File: config.mk
export PLATFORM = sky130hd
export DESIGN_NAME = octal_rr_arbiter
export DESIGN_NICKNAME = d
export VERILOG_FILES = /design/src/rtl/octal_rr_arbiter.sv
export SDC_FILE = /design/constraint.sdc
export NUM_CORES = 1
export LEC_CHECK = 0
export BUFFER_PORTS_ARGS = -buffer_cell sky130_fd_sc_hd__buf_2
export CAP_MARGIN = 25
export CORE_ASPECT_RATIO = 1.4
export CORE_MARGIN = 3
export CORE_UTILIZATION = 67
export CTS_CLUSTER_DIAMETER = 120
export DETAILED_ROUTE_END_ITERATION = 10
export GPL_ROUTABILITY_DRIVEN = 0
export GPL_TIMING_DRIVEN = 1
export PLACE_DENSITY = 0.87
export SLEW_MARGIN = 20
export SYNTH_ARGS = -nofsm -noshare
export SYNTH_HDL_FRONTEND = slang
export SYNTH_SLANG_ARGS = --single-unit
File: constraint.sdc
create_clock -name clk -period 10.3 [get_ports clk]
set_input_delay 0.515 -clock clk [delete_from_list [all_inputs] [get_ports clk]]
set_output_delay 0.515 -clock clk [all_outputs]
set_load 0.005 [all_outputs]
File: src/rtl/octal_rr_arbiter.sv
// Round-robin arbiter for eight requesters with a bounded hold quantum.
// Registered one-hot grant plus binary owner index.
module octal_rr_arbiter #(
  parameter int MAX_HOLD = 4
) (
  input  logic       clk,
  input  logic       rst,
  input  logic [7:0] req,
  output logic [7:0] gnt,
  output logic [2:0] gnt_id,
  output logic       gnt_valid
);

  typedef enum logic {
    IDLE,
    GRANT
  } state_e;

  localparam logic [7:0] HOLD_LAST = 8'(MAX_HOLD - 1);

  state_e     state_q, state_d;
  logic [7:0] gnt_q, gnt_d;
  logic [2:0] ptr_q, ptr_d;
  logic [7:0] hold_q, hold_d;

  logic [2:0] owner;
  logic [2:0] nxt;
  logic [7:0] others;

  // First set bit of v scanning upward from start, wrapping mod 8.
  function automatic logic [2:0] pick(
    input logic [7:0] v,
    input logic [2:0] start
  );
    logic [2:0] idx;
    logic       found;
    pick  = start;
    found = 1'b0;
    for (int i = 0; i < 8; i++) begin
      idx = start + 3'(i);
      if (!found && v[idx]) begin
        pick  = idx;
        found = 1'b1;
      end
    end
  endfunction

  always_comb begin
    owner = 3'd0;
    for (int i = 0; i < 8; i++) begin
      if (gnt_q[i]) owner = owner | 3'(i);
    end
  end

  assign nxt    = owner + 3'd1;
  assign others = req & ~gnt_q;

  always_comb begin
    state_d = state_q;
    gnt_d   = gnt_q;
    ptr_d   = ptr_q;
    hold_d  = hold_q;
    unique case (state_q)
      IDLE: begin
        if (|req) begin
          gnt_d   = 8'd1 << pick(req, ptr_q);
          hold_d  = 8'd0;
          state_d = GRANT;
        end
      end
      GRANT: begin
        if (!req[owner]) begin
          ptr_d  = nxt;
          hold_d = 8'd0;
          if (|others) begin
            gnt_d = 8'd1 << pick(others, nxt);
          end else begin
            gnt_d   = 8'd0;
            state_d = IDLE;
          end
        end else if (hold_q == HOLD_LAST) begin
          // Quantum spent: hand over only if someone else is waiting.
          if (|others) begin
            ptr_d  = nxt;
            gnt_d  = 8'd1 << pick(others, nxt);
            hold_d = 8'd0;
          end
        end else begin
          hold_d = hold_q + 8'd1;
        end
      end
      default: begin
        state_d = IDLE;
        gnt_d   = 8'd0;
      end
    endcase
  end

  always_ff @(posedge clk) begin
    if (rst) begin
      state_q <= IDLE;
      gnt_q   <= 8'd0;
      ptr_q   <= 3'd0;
      hold_q  <= 8'd0;
    end else begin
      state_q <= state_d;
      gnt_q   <= gnt_d;
      ptr_q   <= ptr_d;
      hold_q  <= hold_d;
    end
  end

  assign gnt       = gnt_q;
  assign gnt_id    = owner;
  assign gnt_valid = |gnt_q;

endmodule

==> metrics.txt <==
status finished clean; Core Footprint 4570 um^2; crit-path leading delay family simple AND/OR/NAND/NOR gates; unrepaired setup endpoints after global routing false; critical path arrival 4.92 ns; synth warn 0; layout cell share with drive strength beyond 1 18.7%; hold endpoint hold_q[6]; DR top layer met4; antenna diode count 0; TritonCTS clock tree built; H-tree lvl count 1; Post-Syn Area 3220 um^2; detailed-route via count 3314; R2R Setup Slk 5.56 ns; cts bufs inserted 3; TNS Setup 0 ns; initial antenna violation count 0; reg2reg start ptr_q[0]; Least-Margin Pin Slew 0.834 ns; syn_nets 414; final wirelength 9030 um; hpwl dp 6780 um; worst r2r dst gnt[1]; Clock Root Buffer clkbuf_8; Worst Skew 0.00473 ns; Slowest cell on crit path dfxtp_1; IO buf count 21; synth unique cells 70; Worst slew margin 44.0%; EDFF count, synth 0; cells after synthesis 400; Hold Fails Final Rpt 0; Avg WL per Cell 19.3 um; Initial DRC Count 619; Met3 Routed Length 632 um; Worst-Skew Late Latency 0.27 ns; Top-Level Pins 22; setup bufs post-CTS 0; Fill cells 362; top_reg_cell synth dfxtp_1; Die X 64.6 um; hold path cells 2; Max Freq 211 MHz; starting density of the core 70.5%; CTS resizes 0; setup violators final 0; total iterations of the first detailed-routing run 5; crit path buf inv count 1; WP depth 11; GRT Total Usage 33.4%; Critical Path RT 10.48 ns; CP max FO 13; startpoint types flop; Routed met2 length 4550 um; DR vias/cell 7.08; first-pass GRT wire length 15400 um; critical path type flop to flop; detailed-route DRC error count 0; Avg Cell Area, Syn 8.05 um^2; # hold bufs at CTS 0; flops & latches, synth 20; crit-path cells inv_1 > ha_1 > mux4_2 > mux2_2 > or2_2 > nor4_1 > a311oi_1 > xnor2_1 > nor4b_1 > a22oi_1 > o32ai_1; minimum clock period 4.74 ns; pins over their slew limit 0; Metal-1 WL 3380 um; total grt overflow 0; vias in the first global route 3181; layout net count 421; CP endpoint kind flop; share of async-settable or async-resettable flops after synthesis 0%; worst reg2reg path depth 11; Antenna Nets Post-Route 0; HP Class flop to flop; die area 5690 um^2; maxcap violations 0; post-synthesis sequential area ratio 12.4%; Longest Clk Path Bufs 2; Clock Pin Slew Worst Setup and Hold Paths 0.08 ns; CP peak stage delay 0.75 ns; Die H 88.1 um; pin count of the biggest net entering global routing 21; Tcrit/Tclk final 46.0%; clock sinks 20; P&R area growth vs syn 5.32%; Hold Path Origin hold_q[6]; Rows 29
[how the worst max path moves through the flow]
stage          startpoint     end
2_1_floorplan      gnt[3]  gnt[5]
3_3_place_gp     ptr_q[0]  gnt[3]
3_5_place_dp     ptr_q[0]  gnt[1]
4_1_cts          ptr_q[0]  gnt[1]
5_1_grt          ptr_q[0]  gnt[1]
6_report         ptr_q[0]  gnt[1]
[state kept, by name, summed over array words and instances, names as in the netlist]
register	flops
gnt	8
hold_q	8
ptr_q	3
state_q	1
[per-stage QoR]
step                      cells  hold WS, ns  area, um^2  utilization [%]  setup slack (ns)
after floorplan             400        0.458        3220                -              6.14
after global placement      464        0.472        3320             72.7              5.76
after detailed placement    464        0.482        3320             72.7              5.62
after CTS                   468        0.492        3390             74.2              5.61
after global routing        468        0.564        3390             74.2              5.14
final                       468        0.494        3390             74.2              5.56
[area by class of cell]
type	instances	area (um^2)	area share, %
multi-input cells	341	2650	78.0
flip-flops and latches	20	400	11.8
repair buffers	24	128	3.76
well taps	62	77.6	2.29
inverters	17	68.8	2.03
clock buffers	3	41.3	1.22
clock inverters	1	30.0	0.885
[kinds of logic after synthesis]
logic type / after synthesis / synth area share (%)
and+or+nand+nor: 158 / 26.3
AOI/OAI and AO/OA: 97 / 21.9
muxes: 62 / 25.7
buffers and inverters: 39 / 5.40
xor gates and xnor gates: 20 / 6.72
DFF: 20 / 12.4
adders and majority gates: 4 / 1.55
[tightest hold or removal path: stages, from the launching register on]
cell and delay (ns):
dfxtp_1 0.33, o21ai_0 0.07, a21oi_1 0.06
[cells in the final DEF, fill, tap and decap left out, types with 3 or more instances in the layout]
cell and count:
nor2_1 49, mux2i_1 36, nand2_1 31, buf_2 21, dfxtp_1 20, o21ai_0 16
a21oi_1 16, mux4_2 15, inv_1 14, nor2b_1 11, nor3_1 11, xnor2_1 10
nand2b_1 9, nand3_1 8, mux2_2 8, nor4_1 7, a22oi_1 6, nand4_1 6
xor2_1 6, o211ai_1 5, a211oi_1 5, o21a_1 4, a311oi_1 4, ha_1 4
nor4_4 3, or3_1 3, mux2i_2 3, xnor2_2 3, a32oi_1 3, o31ai_1 3
nor4b_1 3, nand4b_1 3, a21o_1 3, a31oi_1 3, nor3b_1 3, clkbuf_8 3
buf_4 3
[Yosys cell counts, types with 4 or more instances]
| cell type | count | area share [%] |
|---|---|---|
| a311oi_1 | 4 | 1.1 |
| o21a_1 | 4 | 0.93 |
| nor4_1 | 7 | 1.4 |
| ha_1 | 4 | 1.6 |
| nor2b_1 | 11 | 2.1 |
| clkbuf_1 | 12 | 1.4 |
| mux2_2 | 8 | 2.8 |
| xnor2_1 | 10 | 2.7 |
| nand2b_1 | 9 | 1.7 |
| nand2_1 | 31 | 3.6 |
| o21ai_0 | 16 | 2.5 |
| a211oi_1 | 5 | 1.2 |
| nand4_1 | 6 | 1.2 |
| inv_1 | 14 | 1.6 |
| xor2_1 | 6 | 1.6 |
| buf_2 | 6 | 0.93 |
| mux4_2 | 15 | 10 |
| dfxtp_1 | 20 | 12 |
| a21oi_1 | 16 | 2.5 |
| nor3_1 | 11 | 1.7 |
| mux2i_1 | 36 | 11 |
| nand3_1 | 8 | 1.2 |
| a22oi_1 | 6 | 1.4 |
| nor2_1 | 49 | 5.7 |
| o211ai_1 | 5 | 1.2 |
[metal layers]
layer	global-route usage [%]	vias to the layer above
met5	0	-
met4	19.6	0
met3	3.21	48
met2	58.0	211
met1	40.0	1523
li1	-	1532
Power is left out: the tool's default activity adds up to more than one toggle a clock period on the data nets, which glitch-free logic cannot reach.
